### config.mk
export PLATFORM = sky130hd
export DESIGN_NAME = load_store_unit
export DESIGN_NICKNAME = d
export VERILOG_FILES = /design/src/rtl/load_store_unit.sv
export SDC_FILE = /design/constraint.sdc
export NUM_CORES = 1
export LEC_CHECK = 0
export ABC_AREA = 0
export BUFFER_PORTS_ARGS = -buffer_cell sky130_fd_sc_hd__clkbuf_2
export CAP_MARGIN = 20
export CORE_MARGIN = 2
export CORE_UTILIZATION = 45
export DETAILED_ROUTE_END_ITERATION = 8
export PLACE_DENSITY = 0.76
export SLEW_MARGIN = 20
export SYNTH_ARGS = -nofsm -noshare
export SYNTH_HDL_FRONTEND = slang
export SYNTH_SLANG_ARGS = --single-unit
### constraint.sdc
create_clock -name clk -period 1.95 [get_ports clk]
set_clock_uncertainty 0.1 [all_clocks]
set_input_delay 0.2925 -clock clk [delete_from_list [all_inputs] [get_ports clk]]
set_output_delay 0.2925 -clock clk [all_outputs]
set_load 0.1 [all_outputs]
### src/rtl/load_store_unit.sv
// load_store_unit: pipeline-to-bus load/store FSM; define LSU_MISALIGN_TRAP_EN to trap misaligned half/word accesses.
module load_store_unit (
    input  logic        clk,
    input  logic        rst,
    input  logic        MemWriteM,
    input  logic [1:0]  ResultSrcM,
    input  logic [2:0]  Funct3M,
    input  logic [31:0] ALUResultM,
    input  logic [31:0] WriteDataM,
    output logic        StallM,
    output logic [31:0] ReadDataM,
    output logic        MisalignM,
    output logic        dmem_req,
    output logic        dmem_we,
    output logic [31:0] dmem_addr,
    output logic [31:0] dmem_wdata,
    output logic [3:0]  dmem_wstrb,
    input  logic        dmem_ready,
    input  logic        dmem_rvalid,
    input  logic [31:0] dmem_rdata
);
    typedef enum logic [1:0] {IDLE, REQ, WAIT, DONE} state_t;
    state_t state, state_next;
    logic access, is_half, is_word, trap, start, capture;
    logic [1:0] off, off_q;
    logic [2:0] funct_q;
    logic [3:0] strb;
    logic [31:0] wdata, shifted, load_val;

    assign access  = MemWriteM | (ResultSrcM == 2'b01);
    assign is_word = Funct3M[1];
    assign is_half = Funct3M[1:0] == 2'b01;
`ifdef LSU_MISALIGN_TRAP_EN
    assign trap = !rst & access & (state == IDLE) & ((is_half & ALUResultM[0]) | (is_word & |ALUResultM[1:0]));
`else
    assign trap = 1'b0;
`endif
    // Halves ignore addr[0] and words ignore addr[1:0] when they are not trapped
    assign off     = is_word ? 2'b00 : is_half ? {ALUResultM[1], 1'b0} : ALUResultM[1:0];
    assign start   = (state == IDLE) & access & !trap;
    assign strb    = is_word ? 4'b1111 : (is_half ? 4'b0011 : 4'b0001) << off;
    assign wdata   = is_word ? WriteDataM : is_half ? {2{WriteDataM[15:0]}} : {4{WriteDataM[7:0]}};
    assign capture = dmem_rvalid & !dmem_we & ((state == WAIT) | ((state == REQ) & dmem_ready));
    assign shifted = dmem_rdata >> {off_q, 3'b000};
    assign load_val = funct_q[1] ? shifted :
                      funct_q[0] ? {{16{~funct_q[2] & shifted[15]}}, shifted[15:0]} :
                                   {{24{~funct_q[2] & shifted[7]}}, shifted[7:0]};

    always_ff @(posedge clk)
        state <= rst ? IDLE : state_next;

    always_comb begin
        state_next = state;
        case (state)
            IDLE: state_next = start ? REQ : IDLE;
            REQ:  state_next = !dmem_ready ? REQ : (dmem_we | dmem_rvalid) ? DONE : WAIT;
            WAIT: state_next = dmem_rvalid ? DONE : WAIT;
            DONE: state_next = IDLE;
        endcase
    end

    always_comb begin
        dmem_req  = state == REQ;
        StallM    = !rst & access & !trap & (state != DONE);
        MisalignM = trap;
    end

    always_ff @(posedge clk) begin
        if (rst) begin
            dmem_addr  <= '0;
            dmem_we    <= 1'b0;
            dmem_wstrb <= '0;
            dmem_wdata <= '0;
            funct_q    <= '0;
            off_q      <= '0;
            ReadDataM  <= '0;
        end else begin
            if (start) begin
                dmem_addr  <= {ALUResultM[31:2], 2'b00};
                dmem_we    <= MemWriteM;
                dmem_wstrb <= MemWriteM ? strb : 4'b0000;
                dmem_wdata <= wdata;
                funct_q    <= Funct3M;
                off_q      <= off;
            end
            if (capture)
                ReadDataM <= load_val;
        end
    end
endmodule

== Word-level counts from Yosys, hierarchy flattened ==
Index checks and enable logic that the tools add are counted.

* Word-level logic and storage cells: 45
* Output and inout bits: 104
* Register bits: 106
* Input port bits: 106

* Shift-type cells: 2
* Reductions and logical operators: 3
* Muxes and demuxes: 14
* Equality and inequality tests: 6
* Bitwise gates (word level): 12

{| class="wikitable"
|+ Operator list
! operator !! count
|-
| two-way mux 32 bit || 4
|-
| right shift 32 x 5 -> 32 bit || 1
|-
| bitwise AND 1 bit || 8
|-
| two-way mux 4 bit || 2
|-
| one-hot mux 2 bit (4 select lines) || 1
|-
| == test 2 x 1 -> 1 bit (second input constant) || 3
|-
| two-way mux 2 bit || 3
|-
| == test 2 bit (second input constant) || 2
|-
| two-way mux 1 bit || 4
|-
| << shifter 2 x 2 -> 4 bit || 1
|-
| bitwise OR 1 bit || 3
|-
| zero test 1 bit || 2
|-
| zero test 2 bit || 1
|-
| inequality test 2 bit (second input constant) || 1
|-
| inverter 1 bit || 1
|}

== Logic depth before layout (Yosys ltp) ==
Gate-level depths: netlist (run 1).

* Depth in word-level cells: 6
* Mapped depth: 6
* Depth with buffers taken out: 4

== Least setup slack after synthesis (run 1) ==
OpenSTA, ideal clock, no wires.

* Path type: input-to-output
* Start: input ResultSrcM[0]
* End: output StallM
* Path slack: -1.221 ns
* Cell stages on the path: 3
* Path buffers: 0
* Data arrival time: 2.778 ns
* Required time: 1.558 ns
* Path through: nor2b_1 > nor2_1 > a211oi_1

* Word-level cells in the longest chain between the ends: 4

{| class="wikitable"
|+ RTL lines
! what !! line !! text
|-
| start: declaration || 6 || <nowiki>input logic [1:0] ResultSrcM,</nowiki>
|-
| == test 2 x 1 -> 1 bit || 30 || <nowiki>assign access = MemWriteM | (ResultSrcM == 2'b01);</nowiki>
|-
| bitwise OR 1 bit || 30 ||
|-
| bitwise AND 1 bit (2 in series) || 64 || <nowiki>StallM = !rst & access & !trap & (state != DONE);</nowiki>
|-
| end: declaration || 10 || <nowiki>output logic StallM,</nowiki>
|}

No other way between the ends.

== Worst setup path after layout (run 1) ==
* Start: register state[0]
* End: output dmem_req

* Word-level cells in the longest chain between the ends: 1

{| class="wikitable"
|+ RTL lines
! what !! line !! text
|-
| start: declaration || 23 || <nowiki>state_t state, state_next;</nowiki>
|-
| start signal: assignment || 50 || <nowiki>state <= rst ? IDLE : state_next;</nowiki>
|-
| == test 2 x 1 -> 1 bit || 63 || <nowiki>dmem_req = state == REQ;</nowiki>
|-
| end: declaration || 13 || <nowiki>output logic dmem_req,</nowiki>
|}

No other way between the ends.

==> flow_summary.toml, run 1 <==
[run_status]
status = "finished, final reports clean"

[critical_path]
critPathKind = "flop to output port"
crit_required_ns = 1.56
r2r-start = "state[0]"
end_kind = "output port"
critPathMaxFanout = 6
critPathArrivalTime_ns = 1.46
cp-start-kind = "flop"
critPathCapture = "dmem_req"
startpoint = "state[0]"
ff2ff_path_depth = 4
reg2reg_setup_slack_ns = 0.15
r2r_end = "ReadDataM[11]"

[pwr]
p_leak_nw = 2.770
switching_share_pct = 44.58
cellPowerDensity_nw_per_um2 = 1022
cell_internal_pwr_mw = 3.515
ir_worst_vdd_uv = 615.4
clkPwrFrac_pct = 21.1
power.sequential.fraction_pct = 39.1
comb_power_share_pct = 39.8
p_switching_mw = 2.827
total_power_mw = 6.342

[clock_network]
cts.sinks = 106
max-clock-path-buffers = 2
clock_insertion_delay_worst_skew_ns = 0.36
root_buffer = "clkbuf_8"
htree_num_levels = 3
cts_tree = "yes"
cts_buffers = 9
clk_pin_slew_ns = 0.09
holdBufCountCts = 0

[run]
max_cap_viol_count = 0

[global_routing]
grt_pass1_vias = 4463
grt_use_met2_pct = 39.10
antenna_found_initial = 0
use_met3_pct = 4.843
grt_max_degree = 96
grt_usage_pct = 23.58
grt_busiest_layer = "met2"
grtUsageMet1_pct = 29.85
overflow = 0
grt_pass1_wl_mm = 21.77

[cells_and_area]
stdcell_count = 890
area_growth_pct = 29.15
drive_gt1_share_pct = 35.81
diodes = 0
n_fill_cell = 964
regArea_um2 = 2122
final_cell_mix = "clkbuf_2 (204), nand2_1 (124), dfxtp_1 (106)"
final_common_cell = "clkbuf_2"
final_nets = 856
multi_input_area_um2 = 2411

[timing]
hold_ws_ns = 0.04164
max_slew_margin_pct = 61.78
rsz0062_at_grt = "false"
setup-tns-final_ns = 0
worst_slack_ns = 0.1019
setup_viol = 0
fmaxAchievable_mhz = 541.1
tightest_slew_ns = 0.5757
drv_slew = 0
hold_viol_final = 0
finalCriticalPeriod_ns = 1.848
fin_crit_sh_pct = 94.78

[floorplanning]
ios = 210
chipHeight_um = 107.4
core_area_um2 = 10370
design.die.area_um2 = 11530
die_w_um = 107.4
num_rows = 37
start_util_pct = 46.36

[placed_design]
dpl.hpwl_mm = 10.19
place_inst = 875
portBuffers = 206
gp_congestion = 0.8979
dp_slack_ns = 0.1154

[yosys]
muxShareOfSynthArea_pct = 9.214
synth_cell_types = 42
synth_warnings = 0
ys_seq_area_share_pct = 44.14
syn_inst = 563
synth-seq-cells = 106
yosys.area_share.simple_pct = 15.96
synth_top_family_by_area = "compound AO/OA/AOI/OAI gates"
synth-xor-area-share_pct = 0.1822
syn-mean-instance-area_um2 = 8.538
synth_fa_ha_area_share_pct = 0
syn_area_um2 = 4807
synth-compound-area-share_pct = 23.92

[drt]
drc = 0
wl_mm = 13.63
drtIter0Drc = 242
drt-wirelength-per-cell_um = 15.31
via_per_inst = 5.271
ant_nets = 0
dr.pass1.iters = 5
route.vias.total = 4691

[hold_path]
hold_path.startpoint = "ALUResultM[26]"
hold_class = "input port to flop"
synth_stat cells (all sizes together):
| cell type | count | share of area (%) |
|---|---|---|
| or3 | 1 | 0.13 |
| a211o | 17 | 3.1 |
| xnor2 | 1 | 0.18 |
| a21oi | 90 | 9.4 |
| a31oi | 1 | 0.13 |
| o211ai | 1 | 0.44 |
| nand2 | 124 | 9.7 |
| o21a | 2 | 0.31 |
| mux4 | 8 | 3.8 |
| o2bb2ai | 3 | 0.55 |
| clkbuf | 20 | 1.6 |
| mux2i | 18 | 3.7 |
| a311oi | 2 | 0.36 |
| conb | 1 | 0.078 |
| a2bb2oi | 1 | 0.18 |
| a22oi | 4 | 0.62 |
| o221ai | 1 | 0.31 |
| inv | 19 | 1.5 |
| a211oi | 35 | 6.6 |
| dfxtp | 106 | 44 |
| nor2 | 39 | 3.0 |
| buf | 28 | 3.4 |
| mux2 | 7 | 1.6 |
| nor3b | 1 | 0.16 |
| o21ai | 6 | 0.70 |
| nand3 | 1 | 0.10 |
| nand3b | 1 | 0.16 |
| nand2b | 2 | 0.26 |
| a22o | 5 | 0.91 |
| nor2b | 15 | 2.0 |
| or2 | 1 | 0.13 |
| a21bo | 1 | 0.21 |
| nor3 | 1 | 0.34 |
stage by stage:
step	utilization (%)	instance area [um2]
after CTS	59.76	6197
after global placement	57.96	6011
after detailed placement	57.96	6011
after floorplan	-	4822
final	59.87	6208
after global routing	59.87	6208
area by class of cell:
class                           count  area share, %
Multi-Input combinational cell    392          38.84
Sequential cell                   106          34.18
Timing Repair Buffer              222          20.09
Tap cell                          136          2.741
Clock buffer                       13          2.398
Inverter                           19          1.149
Clock inverter                      2         0.6046
critical path: stages, from the launching register on:
cell and delay, ns:
dfxtp_1 0.43, nor2b_2 0.20, clkbuf_2 0.47
logic make-up (layout without fill, tap and decap cells):
| kind of cell | count (synthesis) | count (layout) |
|---|---|---|
| DFF | 106 | 106 |
| and+or+nand+nor | 186 | 186 |
| muxes | 33 | 33 |
| xor gates and xnor gates | 1 | 1 |
| AOI/OAI and AO/OA | 169 | 169 |
| buffers and inverters | 67 | 256 |
| other | 1 | 3 |
sequential cells by signal, indices dropped and copies added (netlist names), named ones only:
register	count
ReadDataM	32
dmem_wdata	32
dmem_addr	30
dmem_wstrb	4
funct_q	3
off_q	2
dmem_we	1
state	1
how the worst min path moves through the flow:
stage / to / cells after the start
floorplan: funct_q[2] / 2
finish: dmem_addr[26] / 3
global placement: dmem_wdata[8] / 2
detailed placement: dmem_wdata[8] / 2
global route: dmem_addr[26] / 3
CTS: dmem_addr[5] / 3
power groups by stage:
stage	Sequential [mW]	Clock, mW	Combinational (mW)
6_report	2.48	1.34	2.53
5_1_grt	2.50	1.45	2.66
4_1_cts	2.48	1.37	2.52
3_5_place_dp	2.53	0	2.52
3_3_place_gp	2.52	0	2.49
2_1_floorplan	3.80	0	0.730
layer usage:
metal / vias to the layer above / wire, um
met5: - / 0
met4: 0 / 333
met3: 26 / 981
met2: 194 / 6422
met1: 2158 / 5888
li1: 2313 / -
what timing repair did:
item / CTS / global route
gates resized for setup: 0 / 2
endpoints found under the setup margin: 0 / 4
setup buffers: 0 / 0
Power figures use the tool's default switching activity.
==> run 2: changes to the inputs <==
Settings changed: CORE_MARGIN 2 to unset.
==> flow_summary.toml, run 2 (synthesis results as in run 1) <==
[run_status]
status = "finished, final reports clean"

[timing]
setup-tns-final_ns = 0
setup_viol = 0
max_slew_margin_pct = 61.91
tightest_slew_ns = 0.5738
fin_crit_sh_pct = 97.47
hold_viol_final = 0
drv_slew = 0
finalCriticalPeriod_ns = 1.901
fmaxAchievable_mhz = 526.1
rsz0062_at_grt = "false"

[clock_network]
cts_buffers = 9
max-clock-path-buffers = 2
cts.sinks = 106
root_buffer = "clkbuf_8"
clock_insertion_delay_worst_skew_ns = 0.36
cts_resized = 0
htree_num_levels = 3
cts_setup_buffers = 0
clk_pin_slew_ns = 0.09
cts_tree = "yes"
holdBufCountCts = 0

[floorplanning]
ios = 210
num_rows = 37
design.die.area_um2 = 11100
core_area_um2 = 10320
die_w_um = 105.4
start_util_pct = 46.56
chipHeight_um = 105.4

[placed_design]
placed_area_um2 = 6026
place_inst = 877
gp_congestion = 0.8428
portBuffers = 206
dpl.hpwl_mm = 10.12

[run]
max_cap_viol_count = 0

[global_routing]
grt_usage_pct = 24.30
grt_max_degree = 73
antenna_found_initial = 0
grt_pass1_vias = 4409
grt_pass1_wl_mm = 21.40
overflow = 0

[critical_path]
worstPathCellList = "nand3b_1 -> a211o_2 -> a31oi_1 -> a211oi_1"
critPathKind = "flop to flop"
end_kind = "flop"
critPathArrivalTime_ns = 2.03
cp-start-kind = "flop"
critPathTopFamily = "compound AO/OA/AOI/OAI gates"
crit_buf_inv = 0
crit_required_ns = 2.08
critPathMaxFanout = 7
slowest_delay_ns = 0.48
slowest_stage = "a211o_2"

[pwr]
cellPowerDensity_nw_per_um2 = 1012
p_leak_nw = 2.783
ir_worst_vdd_uv = 495.2

[hold_path]
hold_class = "input port to flop"

[cells_and_area]
utilization_pct = 60.14
stdcell_count = 893
area_growth_pct = 29.15
final_common_cell = "clkbuf_2"
design_area_um2 = 6208
final_cell_mix = "clkbuf_2 (203), nand2_1 (124), dfxtp_1 (106)"
drive_gt1_share_pct = 36.20
diodes = 0
top_regs = "ReadDataM (32), dmem_wdata (32), dmem_addr (30)"
final_nets = 858
n_fill_cell = 892

[drt]
route.vias.total = 4743
drt-wirelength-per-cell_um = 15.12
ant_nets = 0
dr.pass1.iters = 6
drc = 0
wl_mm = 13.50
drtIter0Drc = 243
via_per_inst = 5.311
run 2: changes by cell type in the layout (fill, tap and decap cells not counted), sizes merged:
| cell | change |
|---|---|
| buf | +3 |
| clkinv | +2 |
| clkinvlp | -1 |
| bufinv | -1 |
run 2: cell type report:
cell class / count / area, um2 / area share [%]
multi-input cells: 392 / 2404 / 38.71
flip-flops and latches: 106 / 2122 / 34.18
repair buffers: 224 / 1259 / 20.27
clock buffers: 14 / 172.7 / 2.781
well taps: 136 / 170.2 / 2.741
inverters: 19 / 71.32 / 1.149
clock inverters: 2 / 10.01 / 0.1612
run 2: worst min-delay path: cells and delay by family:
family | cells | cell delay, ns
AOI/OAI and AO/OA | 1 | 0.05
buffers and inverters | 1 | 0.08
and+or+nand+nor | 1 | 0.04
run 2: metal layers:
| layer | up-vias | global-route usage [%] | share of wire [%] |
|---|---|---|---|
| met5 | - | 0 | 0 |
| met4 | 0 | 8.954 | 2.0 |
| met3 | 24 | 5.937 | 7.7 |
| met2 | 215 | 40.27 | 48 |
| met1 | 2189 | 30.56 | 42 |
| li1 | 2315 | - | - |
run 2: final timing paths:
| path | start | endpoint | slack (ns) | cells after the start |
|---|---|---|---|---|
| setup reg to reg | flop | ReadDataM[9] | 0.05 | 4 |
| hold reg to reg | dmem_wdata[30] | dmem_wdata[30] | 0.35 | 2 |
| hold / removal | ALUResultM[30] | dmem_addr[30] | 0.04 | 3 |
| setup / recovery | flop | ReadDataM[9] | 0.05 | 4 |
run 2: power by group:
part	total (mW)	switching, mW	internal [mW]
clock network	1.27	0.701	0.568
logic	2.53	1.99	0.537
registers	2.48	0.124	2.36
total	6.28	2.82	3.46
run 2: stage by stage:
stage               power [mW]  hold WS [ns]  setup slack (ns)
global placement         5.013        0.3394            0.1774
detailed placement       5.060        0.3436            0.1112
finish                   6.280       0.03813           0.04935
floorplan                4.535        0.3285           -0.2542
global route             6.562       0.02447           0.01959
CTS                      6.335       0.01905           0.07434
